<file path="src/rtl/ripple_count_capture.sv">
// Captures settled values of an asynchronous ripple counter: two-flop synchronizer,
// stability filter, and a small FIFO with valid/ready output and sticky overflow.
module ripple_count_capture #(
  parameter int WIDTH  = 4,
  parameter int DEPTH  = 4,
  parameter int STABLE = 2
) (
  input  logic                     clk,
  input  logic                     reset,
  input  logic [WIDTH-1:0]         cnt_in,
  output logic [WIDTH-1:0]         out_data,
  output logic                     out_valid,
  input  logic                     out_ready,
  output logic [$clog2(DEPTH):0]   level,
  output logic                     overflow
);

  localparam int AW = $clog2(DEPTH);
  localparam int LW = AW + 1;
  localparam int SW = $clog2(STABLE) + 1;

  logic [WIDTH-1:0] sync1_q, sync2_q;
  logic [WIDTH-1:0] cand_q, cand_d;
  logic [WIDTH-1:0] last_q, last_d;
  logic [SW-1:0]    stab_q, stab_d;
  logic [AW-1:0]    wr_ptr_q, wr_ptr_d;
  logic [AW-1:0]    rd_ptr_q, rd_ptr_d;
  logic [LW-1:0]    level_q, level_d;
  logic             overflow_q, overflow_d;
  logic [WIDTH-1:0] mem_q [DEPTH];
  logic [WIDTH-1:0] mem_d [DEPTH];

  logic settle_push;
  logic full;
  logic pop;
  logic push;

  // Stability filter: a new sync2 value restarts the count; a settled value
  // differing from the last accepted one is offered to the FIFO exactly once.
  always_comb begin
    cand_d      = cand_q;
    stab_d      = stab_q;
    last_d      = last_q;
    settle_push = 1'b0;
    if (sync2_q != cand_q) begin
      cand_d = sync2_q;
      stab_d = '0;
    end else if (stab_q < SW'(STABLE - 1)) begin
      stab_d = stab_q + SW'(1);
    end else if (cand_q != last_q) begin
      settle_push = 1'b1;
      last_d      = cand_q;
    end
  end

  always_comb begin
    full       = (level_q == LW'(DEPTH));
    pop        = out_valid && out_ready;
    // A simultaneous pop frees the slot, so a full FIFO can still accept.
    push       = settle_push && (!full || pop);
    wr_ptr_d   = push ? wr_ptr_q + AW'(1) : wr_ptr_q;
    rd_ptr_d   = pop  ? rd_ptr_q + AW'(1) : rd_ptr_q;
    level_d    = level_q + LW'(push) - LW'(pop);
    overflow_d = overflow_q || (settle_push && full && !pop);
  end

  genvar gi;
  generate
    for (gi = 0; gi < DEPTH; gi++) begin : g_mem
      always_comb begin
        mem_d[gi] = mem_q[gi];
        if (push && (wr_ptr_q == AW'(gi))) begin
          mem_d[gi] = cand_q;
        end
      end

      always_ff @(posedge clk) begin
        mem_q[gi] <= mem_d[gi];
      end
    end
  endgenerate

  always_ff @(posedge clk) begin
    if (!reset) begin
      sync1_q    <= '0;
      sync2_q    <= '0;
      cand_q     <= '0;
      last_q     <= '0;
      stab_q     <= '0;
      wr_ptr_q   <= '0;
      rd_ptr_q   <= '0;
      level_q    <= '0;
      overflow_q <= 1'b0;
    end else begin
      sync1_q    <= cnt_in;
      sync2_q    <= sync1_q;
      cand_q     <= cand_d;
      last_q     <= last_d;
      stab_q     <= stab_d;
      wr_ptr_q   <= wr_ptr_d;
      rd_ptr_q   <= rd_ptr_d;
      level_q    <= level_d;
      overflow_q <= overflow_d;
    end
  end

  // Memory contents survive reset, so the head is masked while empty.
  assign out_valid = (level_q != '0);
  assign out_data  = out_valid ? mem_q[rd_ptr_q] : '0;
  assign level     = level_q;
  assign overflow  = overflow_q;

endmodule
</file>
<file path="config.mk">
export PLATFORM = sky130hd
export DESIGN_NAME = ripple_count_capture
export DESIGN_NICKNAME = d
export VERILOG_FILES = /design/src/rtl/ripple_count_capture.sv
export SDC_FILE = /design/constraint.sdc
export NUM_CORES = 1
export LEC_CHECK = 0
export CAP_MARGIN = 25
export CORE_UTILIZATION = 55
export CTS_BUF_LIST = sky130_fd_sc_hd__clkbuf_8
export DETAILED_ROUTE_END_ITERATION = 16
export PLACE_DENSITY = 0.8
export SLEW_MARGIN = 20
export SYNTH_ARGS = -nofsm -noshare
export SYNTH_HDL_FRONTEND = slang
export SYNTH_SLANG_ARGS = --single-unit
</file>
<file path="constraint.sdc">
create_clock -name clk -period 5.05 [get_ports clk]
set_input_delay 1.01 -clock clk [delete_from_list [all_inputs] [get_ports clk]]
set_output_delay 1.01 -clock clk [all_outputs]
set_load 0.005 [all_outputs]
</file>
==> metrics.md <==
| Metric | Value |
|---|---|
| Result of the run | `complete, no violations` |
| WP data required | `5220 ps` |
| Routed WL per cell | `13.1 um` |
| Setup WS post-layout | `1960 ps` |
| Clock transition at path regs | `70 ps` |
| Die width | `59.0 um` |
| Final setup viols | `0` |
| Mux cell area share after synthesis | `8.98%` |
| Crit start category | `input port` |
| Sequential power share | `50.3%` |
| CTS tree | `done` |
| Synthesized area | `1780 um2` |
| Arrival time worst endpoint | `3250 ps` |
| Vias in the first global route | `1035` |
| Post-synthesis compound-gate area fraction | `1.05%` |
| 1st-iter DRT viols | `7` |
| Slew HR | `47.2%` |
| Cell Rows | `20` |
| First-pass GRT wire length | `4460 um` |
| Proportion of total power due to net switching | `25.5%` |
| Pwr dens | `411 nW/um2` |
| Crit path cell chain | `clkdlybuf4s50_1, nor4b_2, nor3_4, inv_1, ha_1, inv_1, ha_1, inv_1, fa_1, xor2_1, xnor2_1, nor2_1` |
| Synth unique cells | `22` |
| Max Fclk | `0.324 GHz` |
| Flop and latch count out of synthesis | `44` |
| GR Overflow Total | `0` |
| Buffers on Ports | `15` |
| Fillers | `240` |
| # Max-Cap Violations | `0` |
| CTS Hold Bufs | `0` |
| WP buf/inv | `4` |
| Most used cell along the critical path | `inv_1` |
| Largest net degree at the start of global routing | `29` |
| Die area | `3480 um2` |
| Hpwl dp | `2040 um` |
| Post-route setup TNS | `0 ps` |
| Setup bufs post-CTS | `0` |
| Placer Congestion | `0.726` |
| Total Power | `0.000844 W` |
| CTS H-tree depth | `2` |
| WL final | `2650 um` |
| Worst-path fanout max | `7` |
| CTS Sinks | `44` |
| Post-cts gate resize count | `0` |
| Layout cells sized above 1 | `8.81%` |
| Final Max Tran Viols | `0` |
| Die Ht | `59.0 um` |
| Final antenna diode count | `0` |
| Crit end category | `flip-flop` |
| Routed vias/inst | `5.00` |
| Setup slack at placement | `1640 ps` |
| Post-DRT Antenna Nets | `0` |
| Clock power frac | `22.8%` |
| Seq/Total Area, Yosys | `58.3%` |
| Antenna violations before repair | `0` |
| P_int | `0.000629 W` |
| Critical path's slowest cell | `clkdlybuf4s50_1` |
| Final Hold Vio Count | `0` |
| Period minus WS final | `3090 ps` |
| Synth warn | `0` |
| Vias after detailed routing | `1014` |
| Area grow syn2layout | `15.1%` |
| Pin slew with the least headroom to its limit | `790 ps` |
| Reg2Reg Setup Slack | `2310 ps` |
| Largest family of logic cells by synthesized area | `simple AND/OR/NAND/NOR gates` |
| Comb power frac | `26.9%` |
| Synth Net Count | `155` |
| Root Driver | `clkbuf_8` |
| Clk Latency, worst-skew pair | `280 ps` |
| HP Class | `flip-flop to flip-flop` |
| Synth Area in XOR/XNOR | `6.38%` |
| Clock buffer count from CTS | `5` |
| Slowest stage delay, CP | `520 ps` |
| WS Path Type | `input port to flip-flop` |
| Post-Synth Simple-Gate Area | `16.7%` |
| Fin crit share | `61.1%` |
| Final #Nets | `173` |
| Drt first pass iters | `4` |
| Initial Util | `58.4%` |
| Post-synthesis area per instance | `12.7 um2` |
| GRT Total Usage | `18.7%` |
| Leakage power | `0.712 nW` |
| DRC viols | `0` |
| Crit path max-delay family | `adder cells` |
| Setup Skew | `1.44 ps` |
| Synth Area in Adders | `6.03%` |
| Clock buffer depth | `2` |
| NetSw | `0.000215 W` |
| Peak VDD IR | `0.000255 V` |
| Cells after Synth | `140` |
| Core box area | `3050 um2` |
| Top Ports | `16` |
| RSZ-0062 raised after global routing | `false` |
logic make-up (layout without fill, tap and decap cells):
logic type	Yosys count	after routing
AOI/OAI and AO/OA	2	2
xor gates and xnor gates	13	13
adders and majority gates	8	8
buffers and inverters	12	31
DFF	44	44
muxes	11	11
and+or+nand+nor	50	50
layout by cell type (no fill, tap or decap), types with 2 or more instances in the layout:
| cell type | n |
|---|---|
| and2_1 | 22 |
| clkbuf_8 | 5 |
| clkdlybuf4s50_1 | 15 |
| dfxtp_1 | 28 |
| edfxtp_1 | 16 |
| ha_1 | 7 |
| inv_1 | 10 |
| mux2i_1 | 7 |
| mux4_2 | 4 |
| nand2_1 | 14 |
| nor2_1 | 7 |
| xnor2_1 | 11 |
| xor2_1 | 2 |
flip-flops by register name, indices dropped and copies added, names as in the netlist, named ones only:
signal and cells:
cand_q 4, last_q 4, level 3, mem_q 16
overflow 1, rd_ptr_q 2, stab_q 2, sync1_q 4
sync2_q 4, wr_ptr_q 2
final cells by class:
type,instances,area [um2],share of cell area [%]
clock inverters,3,11.3,0.548
clock buffers,5,68.8,3.35
repair buffers,15,150,7.31
inverters,8,30.0,1.46
well taps,44,55.1,2.68
flip-flops and latches,44,1040,50.7
multi-input cells,84,698,34.0
worst paths after layout:
| path | start | to | cells past startpoint |
|---|---|---|---|
| worst max-delay path | out_ready | level[2] | 12 |
| worst min-delay path | sync1_q[2] | sync2_q[2] | 1 |
| worst max register to register | stab_q[0] | level[2] | 13 |
| worst min register to register | sync1_q[2] | sync2_q[2] | 1 |
metal layers:
metal  global-route usage [%]  part of all wire (%)
met1                     18.4                    40
met2                     33.9                    55
met3                     7.25                   2.8
met4                     9.18                   2.3
met5                        0                     0
worst register-to-register path, stage by stage, from the launching register on:
cell and delay, ps:
dfxtp_1 350, inv_1 50, ha_1 250, a41o_2 310, nor3_4 310, inv_1 90
ha_1 310, inv_1 60, ha_1 130, inv_1 50, fa_1 360, xor2_1 160
xnor2_1 140, nor2_1 60
Yosys cell counts (all sizes together):
master  number  area share (%)
dfxtp       28              31
or2          1            0.35
inv          8             1.7
nand2       14             2.9
xnor2       11             5.4
fa           1             1.1
ha           7             4.9
nand4        1             1.2
nor4b        1            0.84
mux2i        7             3.9
and2        22             7.7
nor2         8             2.1
or3          1            0.35
xor2         2            0.98
nor3         1            0.91
edfxtp      16              27
mux4         4             5.0
o31ai        1            0.42
nand3        1            0.28
a41o         1            0.63
clkbuf       4            0.84
through the flow:
step / instances / hold WS [ps] / cell area, um2 / utilization (%)
after CTS: 203 / 443 / 2050 / 67.3
final: 203 / 437 / 2050 / 67.3
after floorplan: 140 / 412 / 1780 / -
after global placement: 195 / 419 / 1970 / 64.7
after detailed placement: 195 / 425 / 1970 / 64.7
after global routing: 203 / 452 / 2050 / 67.3
power groups by stage:
stage	Combinational, W	Clock, W	Sequential, W
global route	0.000253	0.000214	0.000432
finish	0.000227	0.000192	0.000425
detailed placement	0.000231	0	0.000434
CTS	0.000232	0.000198	0.000426
global placement	0.000218	0	0.000432
floorplan	0.000133	0	0.000428
No activity file was read; power rests on OpenSTA's default activity.
==> variant 1 (same settings) <==
The parameter `WIDTH` goes from 4 to 6.
--- a/src/rtl/ripple_count_capture.sv
+++ b/src/rtl/ripple_count_capture.sv
@@ -3,3 +3,3 @@
 module ripple_count_capture #(
-  parameter int WIDTH  = 4,
+  parameter int WIDTH  = 6,
   parameter int DEPTH  = 4,
Ports: changed (resized cnt_in and out_data); port bits go from 16 to 20. The function was not compared with the original's and may differ.
==> variant 1 against the unedited design <==
Cell count rose by 27%; core utilization rose by 0.91 points; total power rose by 45%; count of clock-buffer cells in the layout rose by 6; wire length rose by 25%; first-iteration DRC count rose to 5.6 times the old value; worst setup slack got worse by 0.15 ns; clock power rose by 89%; cell area rose by 35%; global-route usage fell by 0.70 points; area after synthesis rose by 33%; sequential cell count rose by 16; critical path type unchanged; highest routed layer unchanged.
==> variant 1: results (changes against the unedited design) <==
* Net Sw Power at 304 uW (+41%)
* GPL Wtd Cong at 0.676 (-6.8%)
* Worst-Skew Late Latency at 0.33 ns (+0.05 ns)
* Hold Path Class: flip-flop to flip-flop
* Post-synthesis adder-cell area fraction at 0.0454 (-0.0149)
* Via density at 4.93 (-1.4%)
* Vias in the first global route at 1259 (+22%)
* Slew of the pin with the lowest slew margin at 0.640 ns (-0.150 ns)
* Peak supply drop at 234 uV (-8.0%)
* Drt initial violations at 39 (+32)
* Critical path's largest stage delay at 0.59 ns (+0.07 ns)
* Nets at 220 (+27%)
* Share of the synthesized area in the top cell type at 0.304 (-0.0100)
* Detailed placement HPWL at 2360 um (+16%)
* Mapped Nets at 196 (+26%)
* Pin count of the biggest net entering global routing at 40 (+38%)
* Port bufs at 19 (+4)
* Post-synthesis xor/xnor area fraction at 0.0628 (-0.000985)
* Cell variety after synth at 21 (-4.5%)
* Sequential share of the synthesized area at 0.608 (+0.0248)
* Number of flops mapped to enable cells by yosys at 24 (+8)
* P_leak at 1.03 nW (+44%)
* Status: finished, final reports clean
* Compound-cell area share of the yosys netlist at 0.00370 (-0.00682)
* CP delay by family, top: simple AND/OR/NAND/NOR gates
* Max reg flops at 24 (+8)
* Commonest cells post-synth: dfxtp_1, and2_1, edfxtp_1, nand2_1
* Clock Skew at 0.00992 ns (+0.00849 ns)
* Pre-CTS setup slack at 1.44 ns (-0.209 ns)
* Fillers at 290 (+21%)
* First-pass GRT wire length at 5620 um (+26%)
* Slowest CP cell: nor4b_1
* Mux contribution to synthesized area at 0.0950 (+0.00528)
* Critical path arrival at 3.46 ns (+0.21 ns)
* CTS Root Cell: clkbuf_8
* Tot GR Track Use at 0.180 (-0.00704)
* H-tree levels at 3 (+1)
* DRT Wirelength at 3320 um (+25%)
[variant 1: changes by cell type after synthesis, sizes merged, moves of 2 or more]
cell / before / now
edfxtp: 16 / 24
nor4: 0 / 2
mux2i: 7 / 9
nand2: 14 / 17
xnor2: 11 / 9
and2: 22 / 31
mux4: 4 / 6
dfxtp: 28 / 36
xor2: 2 / 8
clkbuf: 4 / 6
[variant 1: metal layers]
metal / wire length (um) / global-route usage / share of wire
met1: 1500 / 0.205 / 0.45
met2: 1600 / 0.281 / 0.48
met3: 141 / 0.0861 / 0.042
met4: 76 / 0.0878 / 0.023
met5: 0 / 0 / 0
[variant 1: cell type report]
cell class	count	area (um2)	share of cell area
sequential	60	1440	0.521
inverter	8	30.0	0.0108
clock buffer	11	151	0.0547
timing repair buffer	19	185	0.0669
multi-input combinational	105	876	0.316
clock inverter	5	21.3	0.00769
tap	50	62.6	0.0226
[variant 1: logic make-up after synthesis]
family	Yosys count
AOI/OAI and AO/OA	1
xor gates and xnor gates	17
adders and majority gates	8
buffers and inverters	14
DFF	60
muxes	15
and+or+nand+nor	64
[variant 1: worst paths after layout]
check / from / endpoint / slack, ns / cells after the start
setup reg to reg: cand_q[5]$_SDFFE_PN0P_ / level[2]$_SDFF_PN0_ / 2.09 / 13
setup / recovery: out_ready / level[2]$_SDFF_PN0_ / 1.81 / 12
hold reg to reg: sync1_q[0]$_SDFF_PN0_ / sync2_q[0]$_SDFF_PN0_ / 0.43 / 1
hold / removal: sync1_q[0]$_SDFF_PN0_ / sync2_q[0]$_SDFF_PN0_ / 0.43 / 1
[variant 1: through the flow]
stage	instances	hold WS [ns]	util	instance area, um2	power (mW)
2_1_floorplan	179	0.412	-	2370	0.744
3_3_place_gp	242	0.414	0.641	2600	0.866
3_5_place_dp	242	0.421	0.641	2600	0.875
4_1_cts	258	0.433	0.683	2770	1.24
5_1_grt	258	0.450	0.682	2770	1.30
6_report	258	0.429	0.682	2770	1.22
[variant 1: power groups by stage]
stage	Sequential, mW	Combinational [mW]	Clock (mW)
after floorplan	0.564	0.180	0
after CTS	0.572	0.294	0.372
after global routing	0.576	0.328	0.397
final	0.570	0.290	0.363
after global placement	0.578	0.287	0
after detailed placement	0.582	0.293	0
==> variant 2 (same flow settings) <==
Without the edit above. Make the reset (`reset`) asynchronous in one clocked block.
--- a/src/rtl/ripple_count_capture.sv
+++ b/src/rtl/ripple_count_capture.sv
@@ -82,3 +82,3 @@
 
-  always_ff @(posedge clk) begin
+  always_ff @(posedge clk or negedge reset) begin
     if (!reset) begin
Behaviour: differs if reset is asserted again (counterexample within 10 cycles, from zero or initial values and one cycle with reset low); with reset held inactive, the same outputs for 10 cycles.
==> variant 2 against the unedited design <==
Area after synthesis fell by 1.8%; wire length fell by 12%; sequential cell count fell by 2; synthesized cell count fell by 24%; cell area fell by 0.85%; total power rose by 5.0%; clock skew rose by 0.0031 ns; worst setup slack got worse by 0.099 ns.
==> variant 2: results (changes against the unedited design) <==
* Top Metal Used: met4
* Cell variety after synth at 23 (+4.5%)
* Area contributors post-synth: dfrtp_1, edfxtp_1, mux4_2, ha_1, xnor2_1
* Tot GR Track Use at 0.169 (-0.0183)
* Cells after DPL at 161 (-17%)
* Detailed placement HPWL at 1780 um (-13%)
* Rows at 20 (unchanged)
* Async SR Flop Fraction at 0.619 (+0.619)
* Pin count of the biggest net entering global routing at 27 (-6.9%)
* Peak supply drop at 248 uV (-2.7%)
* Syn Inst Count at 106 (-24%)
* DR WL met2 at 1200 um (-18%)
* Largest Register: mem_q
* Slew headroom at 0.551 (+0.0790)
* Vias in the first global route at 792 (-23%)
* Hold Path Class: flip-flop to flip-flop
* Setup Fix Bufs, Post-CTS at 0 (unchanged)
* Hold Violations, Final at 0 (unchanged)
* Pre-CTS setup slack at 1.55 ns (-0.0995 ns)
* Fin Hold WS at 0.353 ns (-0.0840 ns)
* Layout cells sized above 1 at 0.224 (+0.136)
* Via density at 4.90 (-1.9%)
* Hold path depth at 0 (-1)
* Mapped Nets at 121 (-22%)
* Nets at 139 (-20%)
* Fillers at 214 (-11%)
* Met3 routed WL at 93 um (+26%)
* Commonest cells post-synth: dfrtp_1, edfxtp_1, xnor2_1, inv_1, ha_1
* Critical path arrival at 3.40 ns (+0.15 ns)
* Net Sw Power at 229 uW (+6.7%)
* GPL Wtd Cong at 0.728 (+0.37%)
* Max reg flops at 16 (unchanged)
* CTS resizes at 0 (unchanged)
* Setup crit start: out_ready
* Drt wl/cell at 13.9 um (+6.1%)
* Hold path start: sync1_q[0]$_DFF_PN0_
* P_leak at 0.825 nW (+16%)
* Clock Skew at 0.00458 ns (+0.00314 ns)
* Number of flops mapped to enable cells by yosys at 16 (unchanged)
* Sequential share of the synthesized area at 0.646 (+0.0623)
* Post-synth top flop: dfrtp_1
* Final cell count without fillers at 169 (-17%)
* DR pass1 iterations at 4 (unchanged)
* Drt initial violations at 18 (+11)
* Worst Hold End: sync2_q[0]$_DFF_PN0_
* R2R Setup Slk at 2.29 ns (-0.02 ns)
* Status: finished, final reports clean
* Crit Reg-Reg Startpoint: cand_q[2]$_DFFE_PN0P_
* Initial antenna violation count at 0 (unchanged)
* R2R Path End: level[2]$_DFF_PN0_
* M1 WL at 973 um (-7.8%)
* R2r worst-path depth at 11 (-2)
* CTS Root Cell: clkbuf_8
* First-pass GRT wire length at 3800 um (-15%)
## variant 2: per-stage QoR
stage | area (um2) | power [mW]
2_1_floorplan | 1750 | 0.581
3_3_place_gp | 1950 | 0.675
3_5_place_dp | 1950 | 0.689
4_1_cts | 2040 | 0.901
5_1_grt | 2040 | 0.938
6_report | 2040 | 0.886
## variant 2: logic make-up (layout without fill, tap and decap cells)
logic type,count (synthesis),after routing,synth area share
xor gates and xnor gates,14,14,0.0871
muxes,10,10,0.0914
and+or+nand+nor,18,18,0.0814
buffers and inverters,13,32,0.0279
AOI/OAI and AO/OA,1,1,0.00500
adders and majority gates,8,8,0.0614
DFF,42,42,0.646
## variant 2: per-layer routing
layer	track usage	vias to the layer above
met5	0	-
met4	0.133	0
met3	0.0462	8
met2	0.266	19
met1	0.196	409
li1	-	392
## variant 2: power groups by stage
stage	combinational, mW	sequential (mW)	clock, mW
2_1_floorplan	0.149	0.432	0
3_3_place_gp	0.228	0.447	0
3_5_place_dp	0.237	0.452	0
4_1_cts	0.237	0.445	0.219
5_1_grt	0.258	0.450	0.230
6_report	0.232	0.443	0.211
## variant 2: final cells by class
cell class / instances / share of cell area
timing repair buffer: 16 / 0.0774
multi-input combinational: 51 / 0.281
clock inverter: 2 / 0.00430
inverter: 8 / 0.0147
tap: 44 / 0.0270
sequential: 42 / 0.555
clock buffer: 6 / 0.0405
## variant 2: critical path, cell delays in order
cell and delay, ns:
clkdlybuf4s50_1 0.41, nor4b_1 0.57, nor4b_4 0.14, inv_1 0.10, ha_1 0.22, inv_1 0.05
ha_1 0.13, inv_1 0.05, fa_1 0.38, xnor2_1 0.19, xnor2_1 0.14
